File: src/rtl/sdram_user_master.sv
// rtl/sdram_user_master.sv - requester side of the SDRAM controller user interface
module sdram_user_master #(
    parameter int DEPTH  = 16,
    parameter int RD_LAT = 3,
    parameter int AW     = 4
) (
    input  logic        clk_100m,
    input  logic        rst_n,
    input  logic        cmd_valid,
    output logic        cmd_ready,
    input  logic        cmd_write,
    input  logic [23:0] cmd_addr,
    input  logic [8:0]  cmd_len,
    input  logic [15:0] wdata,
    input  logic        wdata_valid,
    output logic        wdata_ready,
    output logic [15:0] rdata,
    output logic        rvalid,
    output logic        busy,
    output logic        err,
    input  logic        sdram_init_done,
    input  logic        sdram_busy,
    output logic [23:0] sdram_wr_addr,
    output logic [23:0] sdram_rd_addr,
    output logic [15:0] sdram_wr_data,
    output logic        sdram_wr_req,
    output logic        sdram_rd_req,
    output logic [8:0]  sdwr_bytes,
    output logic [8:0]  sdrd_bytes,
    input  logic        sdram_wr_ack,
    input  logic        sdram_rd_ack,
    input  logic [15:0] sdram_rd_data
);

    typedef enum logic [2:0] {
        S_WAIT_INIT,
        S_IDLE,
        S_WR_FILL,
        S_WR_REQ,
        S_WR_DATA,
        S_RD_REQ,
        S_RD_DATA
    } state_t;

    localparam logic [AW:0] FULL    = (AW+1)'(DEPTH);
    localparam logic [8:0]  MAX_LEN = 9'(DEPTH);

    state_t            state, state_nx;
    logic [15:0]       mem [DEPTH];
    logic [AW-1:0]     wr_ptr, rd_ptr;
    logic [AW:0]       count;
    logic [23:0]       addr_q;
    logic [8:0]        len_q;
    logic [8:0]        left_q;
    logic [RD_LAT-1:0] pipe;
    logic              cmd_fire, cmd_bad, fifo_empty;
    logic              wr_ack_on, rd_ack_on, push, pop;

    assign cmd_ready     = (state == S_IDLE) && !sdram_busy;
    assign cmd_fire      = cmd_valid && cmd_ready;
    assign cmd_bad       = (cmd_len == 9'd0) || (cmd_len > MAX_LEN);
    assign fifo_empty    = (count == '0);
    assign wdata_ready   = (count != FULL);
    assign wr_ack_on     = sdram_wr_ack && ((state == S_WR_REQ) || (state == S_WR_DATA));
    assign rd_ack_on     = sdram_rd_ack && ((state == S_RD_REQ) || (state == S_RD_DATA));
    assign pop           = wr_ack_on && !fifo_empty;
    // A pop in the same cycle frees the slot, so a push into a full FIFO still lands
    assign push          = wdata_valid && (wdata_ready || pop);
    assign sdram_wr_req  = (state == S_WR_REQ);
    assign sdram_rd_req  = (state == S_RD_REQ);
    assign sdram_wr_addr = addr_q;
    assign sdram_rd_addr = addr_q;
    assign sdwr_bytes    = len_q;
    assign sdrd_bytes    = len_q;
    assign sdram_wr_data = fifo_empty ? 16'h0000 : mem[rd_ptr];
    assign busy          = (state != S_IDLE) && (state != S_WAIT_INIT);

    // Burst sequencing: one outstanding burst, requests live only in the *_REQ states
    always_comb begin
        state_nx = state;
        case (state)
            S_WAIT_INIT: if (sdram_init_done) state_nx = S_IDLE;
            S_IDLE:      if (cmd_fire && !cmd_bad) state_nx = cmd_write ? S_WR_FILL : S_RD_REQ;
            S_WR_FILL:   if (9'(count) >= len_q) state_nx = S_WR_REQ;
            S_WR_REQ,
            S_WR_DATA:   if (wr_ack_on) state_nx = (left_q == 9'd1) ? S_IDLE : S_WR_DATA;
            S_RD_REQ:    if (rd_ack_on) state_nx = S_RD_DATA;
            S_RD_DATA:   if (rvalid && (left_q == 9'd1)) state_nx = S_IDLE;
            default:     state_nx = S_WAIT_INIT;
        endcase
    end

    // State register
    always_ff @(posedge clk_100m or negedge rst_n) begin
        if (!rst_n) state <= S_WAIT_INIT;
        else        state <= state_nx;
    end

    // Command latch and words-remaining counter (acks for writes, rvalid for reads)
    always_ff @(posedge clk_100m or negedge rst_n) begin
        if (!rst_n) begin
            addr_q <= '0;
            len_q  <= '0;
            left_q <= '0;
        end else if (cmd_fire && !cmd_bad) begin
            addr_q <= cmd_addr;
            len_q  <= cmd_len;
            left_q <= cmd_len;
        end else if (wr_ack_on || ((state == S_RD_DATA) && rvalid)) begin
            if (left_q != 9'd0) left_q <= left_q - 9'd1;
        end
    end

    // FIFO storage, no reset needed since count gates every read
    always_ff @(posedge clk_100m) begin
        if (push) mem[wr_ptr] <= wdata;
    end

    // FIFO pointers and occupancy
    always_ff @(posedge clk_100m or negedge rst_n) begin
        if (!rst_n) begin
            wr_ptr <= '0;
            rd_ptr <= '0;
            count  <= '0;
        end else begin
            if (push) wr_ptr <= wr_ptr + 1'b1;
            if (pop)  rd_ptr <= rd_ptr + 1'b1;
            if (push && !pop)      count <= count + 1'b1;
            else if (!push && pop) count <= count - 1'b1;
        end
    end

    // Read-valid pipe, read data capture and error pulse
    always_ff @(posedge clk_100m or negedge rst_n) begin
        if (!rst_n) begin
            pipe   <= '0;
            rvalid <= 1'b0;
            rdata  <= '0;
            err    <= 1'b0;
        end else begin
            pipe   <= {pipe[RD_LAT-2:0], rd_ack_on};
            rvalid <= pipe[RD_LAT-1];
            if (pipe[RD_LAT-1]) rdata <= sdram_rd_data;
            err    <= (cmd_fire && cmd_bad) || (wr_ack_on && fifo_empty);
        end
    end

endmodule

File: config.mk
export PLATFORM = sky130hd
export DESIGN_NAME = sdram_user_master
export DESIGN_NICKNAME = d
export VERILOG_FILES = /design/src/rtl/sdram_user_master.sv
export SDC_FILE = /design/constraint.sdc
export NUM_CORES = 1
export LEC_CHECK = 0
export ABC_CLOCK_PERIOD_IN_PS = 8000
export CAP_MARGIN = 15
export CORE_MARGIN = 2
export CORE_UTILIZATION = 59
export DETAILED_ROUTE_END_ITERATION = 7
export HOLD_SLACK_MARGIN = 0.06
export PLACE_DENSITY = 0.84
export SYNTH_ARGS = -nofsm -noshare
export SYNTH_HDL_FRONTEND = slang
export SYNTH_SLANG_ARGS = --single-unit
export TNS_END_PERCENT = 5
File: constraint.sdc
create_clock -name clk_100m -period 8 [get_ports clk_100m]
set_input_delay 2.4 -clock clk_100m [delete_from_list [all_inputs] [get_ports clk_100m]]
set_output_delay 2.4 -clock clk_100m [all_outputs]
set_load 0.03 [all_outputs]
==> metrics.md, run 1 <==
| Metric | Value |
|---|---|
| Starting DRT DRC Count | 708 |
| # clock sinks | 335 |
| # IOs | 179 |
| CP arrival | 3.83 ns |
| WS Path Type | flip-flop to primary output |
| Die area | 0.0246 sq mm |
| Final nets | 984 |
| Final Core Density | 0.738 |
| Post-synth ARST share | 0.236 |
| Sequential-to-total area share from yosys stat | 0.701 |
| Post-CTS Hold Fix Bufs | 0 |
| Starting Density | 0.605 |
| Post-CTS repair timing setup buffer count | 0 |
| Clock insertion delay at the later pin of the skew report | 0.52 ns |
| Final setup vio count | 0 |
| Top_reg_cell synth | edfxtp_1 |
| Status | finished clean |
| All-layer global routing usage | 0.267 |
| IO Port Bufs | 178 |
| Slew HR | 0.186 |
| Routed len/inst | 26.0 um |
| Power per cell area | 362 mW/mm^2 |
| Clk_skew | 0.0188 ns |
| Via count | 7598 |
| H-tree depth | 2 |
| Met1 Usage GRT | 0.329 |
| DP HPWL | 17.7 mm |
| Vias per Instance | 6.17 |
| FF+latch count, synth | 335 |
| Maximum operating frequency | 0.160 GHz |
| Hold crit path type | flip-flop to flip-flop |
| YS warnings | 0 |
| Net Count, Synth | 821 |
| Initial antenna violation count | 1 |
| Fraction of layout cells with a size suffix above 1 | 0.224 |
| Pin count of the biggest net entering global routing | 80 |
| Core area | 0.0228 sq mm |
| CTS tree | built |
| Post-synth design cell area | 0.0138 sq mm |
| Worst endpoint required time | 5.60 ns |
| Final ANT Viol Nets | 0 |
| Vias in the first global route | 7995 |
| Die Wd | 157 um |
| Bufs on Longest Clock Path | 3 |
| Final-report max-slew violation count | 0 |
| Clock root buffer | clkbuf_16 |
| Wire length of the first global-routing pass | 47.8 mm |
| Final Hold Fails | 0 |
| Area growth syn-to-layout | 21.9% |
| TritonCTS buffer count | 34 |
| TNS Setup | 0 ns |
| Mapped Cells | 729 |
| Dpl cell area | 0.0157 sq mm |
| Finished Layout Cells | 1231 |
| Worst Path Max Fanout | 54 |
| Setup crit start kind | flip-flop |
| Final WL | 32.1 mm |
| Grt total ovfl | 0 |
| RD Place Congestion | 0.744 |
| Unique masters post-synth | 54 |
| Fin area | 0.0168 sq mm |
| Die Y | 157 um |
| LEAKAGE | 5.95 nW |
| Worst Setup End Kind | primary output |
| Final routed DRC violation total | 0 |
| Post-CTS sizing | 0 |
| Grt met2 use | 0.472 |
| Final Critical Period | 6.23 ns |
| Drt pass-1 iters | 6 |
| Mean Syn Cell Area | 18.9 sq um |
| Peak VDD IR | 0.250 mV |
| Gr busiest metal | met2 |
| RSZ-0062 raised after global routing | false |
| DP Cell Count | 1166 |
| Worst-path clk slew | 0.05 ns |
| Total Power | 6.08 mW |
| Std cell rows | 55 |
| MaxCap Viol Count | 0 |
| Least-Margin Pin Slew | 1.22 ns |
| GR Util met3 | 0.0501 |
| Period Utilization, post-route | 0.779 |
| Post-synth EDFFs | 256 |
state kept, by name, indices dropped and copies added, names as in the netlist:
signal	count
rd_ptr	4
state	3
pipe	3
sdram_rd_addr	24
sdrd_bytes	9
count	5
rdata	16
left_q	9
mem	256
rvalid	1
wr_ptr	4
err	1
kinds of logic after synthesis:
kind of cell / synth area share
XOR/XNOR: 0.0102
AO/OA/AOI/OAI: 0.0209
multiplexers: 0.168
flip-flops: 0.701
AND/OR/NAND/NOR: 0.0466
buffers and inverters: 0.0363
adder cells (fa/ha/maj): 0.0169
Yosys cell counts, types with 6 or more instances:
| library cell | instances | area, sq um |
|---|---|---|
| edfxtp_1 | 256 | 7690 |
| mux4_2 | 80 | 1800 |
| dfrtp_1 | 79 | 1980 |
| mux2_2 | 45 | 507 |
| buf_4 | 39 | 293 |
| nor2b_1 | 23 | 144 |
| inv_1 | 18 | 67.6 |
| nand2_1 | 18 | 67.6 |
| ha_1 | 17 | 213 |
| nor2_1 | 17 | 63.8 |
| o21ai_0 | 13 | 65.1 |
| clkbuf_1 | 12 | 45.0 |
| and3_1 | 11 | 68.8 |
| buf_2 | 10 | 50.1 |
| xnor2_1 | 9 | 78.8 |
| nor4_1 | 7 | 43.8 |
| xor2_1 | 7 | 61.3 |
| a21oi_1 | 6 | 30.0 |
| nand3_1 | 6 | 30.0 |
per-stage QoR:
stage               hold slack (ns)  worst slack (ns)
global route                  0.367              1.50
detailed placement            0.337              1.77
finish                        0.352              1.77
floorplan                     0.331              2.75
global placement              0.342              1.81
CTS                           0.353              1.56
routing by layer:
layer / part of all wire / wire, um
met4: 0.031 / 1010
met2: 0.53 / 17100
met5: 0 / 0
met3: 0.091 / 2910
met1: 0.34 / 11100
layout make-up:
class,count,area [sq um]
multi-input cells,309,3650
flip-flops and latches,335,9670
repair buffers,192,1910
fillers,1272,5980
clock buffers,50,946
inverters,20,75.1
well taps,313,392
diodes,1,2.50
clock inverters,11,155
worst max-delay path: stages (launching register included):
cell             delay [ns]
dfrtp_4                1.08
buf_4                  0.45
mux4_2                 0.59
mux4_2                 0.47
nor2b_1                0.14
clkdlybuf4s50_1        0.59
final timing paths:
path                                        from                             to  slack [ns]  cells after the start
max in group asynchronous                  rst_n          rd_ptr[1]$_DFFE_PN0P_        5.21                      1
hold / removal                 pipe[1]$_DFF_PN0_              pipe[2]$_DFF_PN0_        0.35                      0
hold reg to reg                pipe[1]$_DFF_PN0_              pipe[2]$_DFF_PN0_        0.35                      0
setup reg to reg            state[2]$_DFFE_PN0P_           count[4]$_DFFE_PN0P_        4.30                     13
min in group asynchronous                  rst_n  sdram_rd_addr[21]$_DFFE_PN0P_        2.06                      1
setup / recovery           rd_ptr[0]$_DFFE_PN0P_              sdram_wr_data[11]        1.77                      5
where the power goes:
part / switching (mW) / total (mW) / internal, mW
Combinational: 0.996 / 2.02 / 1.02
Clock: 0.636 / 1.56 / 0.926
Sequential: 0.354 / 2.50 / 2.14
cell usage in the layout (no fill, tap or decap), types with 2 or more instances in the layout:
cell type        count
a211o_1              2
and3_1              11
mux4_2              80
and2_1               2
clkbuf_16           35
o211ai_1             3
clkinv_2             3
dfrtp_4              2
buf_4               13
inv_6                2
a21oi_1              6
xor2_1               7
nand4b_1             2
nor4_2               4
clkbuf_1            13
a21o_1               3
or4_1                2
nor3b_1              2
xnor2_1              9
bufinv_16            3
inv_1               18
o21ai_0             13
nand4_1              4
or2_2                2
nand3b_1             4
clkdlybuf4s50_1    177
mux2_2              45
nor4_1               3
nor2b_1             22
ha_1                17
edfxtp_1           256
nand2_1             18
nand3_1              6
nor3_1               3
dfrtp_1             77
nor2_1              17
a221o_1              2
(Power assumes the default switching activity.)
==> inputs of run 2 (changes only) <==
Settings changed: ABC_CLOCK_PERIOD_IN_PS 8000 to 6350, CORE_UTILIZATION 59 to 55, PLACE_DENSITY 0.84 to 0.8.
Clock period 8 ns to 6.35 ns, I/O delays scaled along.
==> metrics.md, run 2 (synthesis results as in run 1) <==
| Metric | Value |
|---|---|
| Status | finished clean |
| Final Hold Fails | 0 |
| TritonCTS buffer count | 34 |
| FF-to-FF setup slack | 2.80 ns |
| Starting DRT DRC Count | 572 |
| Final setup vio count | 0 |
| Worst endpoint required time | 4.45 ns |
| Leading cell types in the layout, fill and taps excluded | edfxtp_1 (256), clkdlybuf4s50_1 (177), mux4_2 (80) |
| Total Power | 7.65 mW |
| CP Capture Point | sdram_wr_data[0] |
| Initial antenna violation count | 1 |
| Crit-path max cell delay | 0.87 ns |
| Worst R2R Start | state[2]$_DFFE_PN0P_ |
| Final-report max-slew violation count | 0 |
| Die Y | 162 um |
| RSZ-0062 raised after global routing | false |
| Drt pass-1 iters | 7 |
| Clock insertion delay at the later pin of the skew report | 0.52 ns |
| Critical path, cell by cell | buf_4, mux4_2, mux4_2, nor2b_1, clkdlybuf4s50_1 |
| Bufs on Longest Clock Path | 3 |
| Largest register FFs | 256 |
| Final Critical Period | 5.45 ns |
| Worst path slowest cell | dfrtp_4 |
| MaxCap Viol Count | 0 |
| Worst Path Max Fanout | 33 |
| Slew HR | 0.235 |
| CP dominant cell by count | mux4_2 |
| Peak VDD IR | 0.289 mV |
| TNS Setup | 0 ns |
| Vias per Instance | 5.88 |
| Fraction of layout cells with a size suffix above 1 | 0.238 |
| Worst Path Buf+Inv | 2 |
| Commonest non-fill, non-tap cell in the layout | edfxtp_1 |
| Maximum operating frequency | 0.183 GHz |
| Post-CTS sizing | 0 |
| Post-CTS Hold Fix Bufs | 0 |
| Reg2Reg Depth | 13 |
| Crit path launch | rd_ptr[0]$_DFFE_PN0P_ |
| IO Port Bufs | 178 |
| Register area | 0.00967 sq mm |
| Final WL | 29.7 mm |
| Worst flop-to-flop path endpoint | count[4]$_DFFE_PN0P_ |
| Least-Margin Pin Slew | 1.15 ns |
| CP arrival | 3.55 ns |
| LEAKAGE | 6.00 nW |
| Die Wd | 162 um |
| Grt total ovfl | 0 |
| Reg with most FFs | mem |
| Die area | 0.0263 sq mm |
| Post-CTS repair timing setup buffer count | 0 |
| Starting Density | 0.564 |
| Fillcell total | 1525 |
| Clock root buffer | clkbuf_16 |
| Period Utilization, post-route | 0.859 |
| Area taken by multi-input logic gates | 0.00366 sq mm |
| DP HPWL | 17.9 mm |
| RD Place Congestion | 0.785 |
| Hold crit path type | flip-flop to flip-flop |
| Wire length of the first global-routing pass | 44.7 mm |
| # IOs | 179 |
| Worst Setup End Kind | primary output |
| Worst-path clk slew | 0.06 ns |
| All-layer global routing usage | 0.229 |
| H-tree depth | 2 |
| WS Path Type | flip-flop to primary output |
| CTS tree | built |
| Routed len/inst | 23.8 um |
| Final ANT Viol Nets | 0 |
| Via count | 7347 |
| Final routed DRC violation total | 0 |
| Critical path's top delay family | buffers and inverters |
| Power per cell area | 452 mW/mm^2 |
| Clk_skew | 0.0171 ns |
| Std cell rows | 57 |
| Area growth syn-to-layout | 22.6% |
| Pin count of the biggest net entering global routing | 80 |
| # clock sinks | 335 |
| Stages on worst setup path | 5 |
| Core area | 0.0245 sq mm |
| Vias in the first global route | 7692 |
| Final nets | 991 |
| Setup crit start kind | flip-flop |
-- run 2: changes by cell type in the layout (fill, tap and decap cells not counted), sizes merged --
cell	previous run	this run
clkbuf	50	46
clkinvlp	1	2
buf	15	22
clkinv	6	10
-- run 2: worst min path at each step --
stage / to / cells after the start / start / slack [ns]
after floorplan: pipe[1]$_DFF_PN0_ / 0 / pipe[0]$_DFF_PN0_ / 0.33
after global placement: pipe[1]$_DFF_PN0_ / 0 / pipe[0]$_DFF_PN0_ / 0.34
after detailed placement: pipe[2]$_DFF_PN0_ / 0 / pipe[1]$_DFF_PN0_ / 0.34
after CTS: pipe[1]$_DFF_PN0_ / 0 / pipe[0]$_DFF_PN0_ / 0.36
after global routing: pipe[1]$_DFF_PN0_ / 0 / pipe[0]$_DFF_PN0_ / 0.36
final: pipe[1]$_DFF_PN0_ / 0 / pipe[0]$_DFF_PN0_ / 0.35
-- run 2: per-stage QoR --
step | hold WS [ns] | util | std cells | instance area, sq um | setup slack, ns
floorplan | 0.331 | - | 729 | 13800 | 2.09
global placement | 0.342 | 0.644 | 1186 | 15800 | 1.16
detailed placement | 0.336 | 0.644 | 1186 | 15800 | 1.15
CTS | 0.358 | 0.690 | 1248 | 16900 | 0.781
global route | 0.361 | 0.691 | 1250 | 16900 | 0.733
finish | 0.353 | 0.691 | 1250 | 16900 | 0.897
-- run 2: layout make-up --
class,instances,share of cell area
antenna,1,0.000148
clock buffer,46,0.0561
clock inverter,16,0.0107
inverter,20,0.00444
multi-input combinational,309,0.217
sequential,335,0.572
tap,324,0.0240
timing repair buffer,199,0.116
-- run 2: power breakdown --
group          total [mW]  switching [mW]  internal, mW
clock                2.00           0.822          1.18
combinational        2.58            1.28          1.30
sequential           3.06           0.367          2.70
total                7.65            2.47          5.18
-- run 2: routing by layer --
metal	GRT usage	vias up	wire [um]
met1	0.298	3733	11200
met2	0.394	369	15000
met3	0.0411	64	2590
li1	-	3181	-
met4	0.0817	0	855
met5	0	-	0
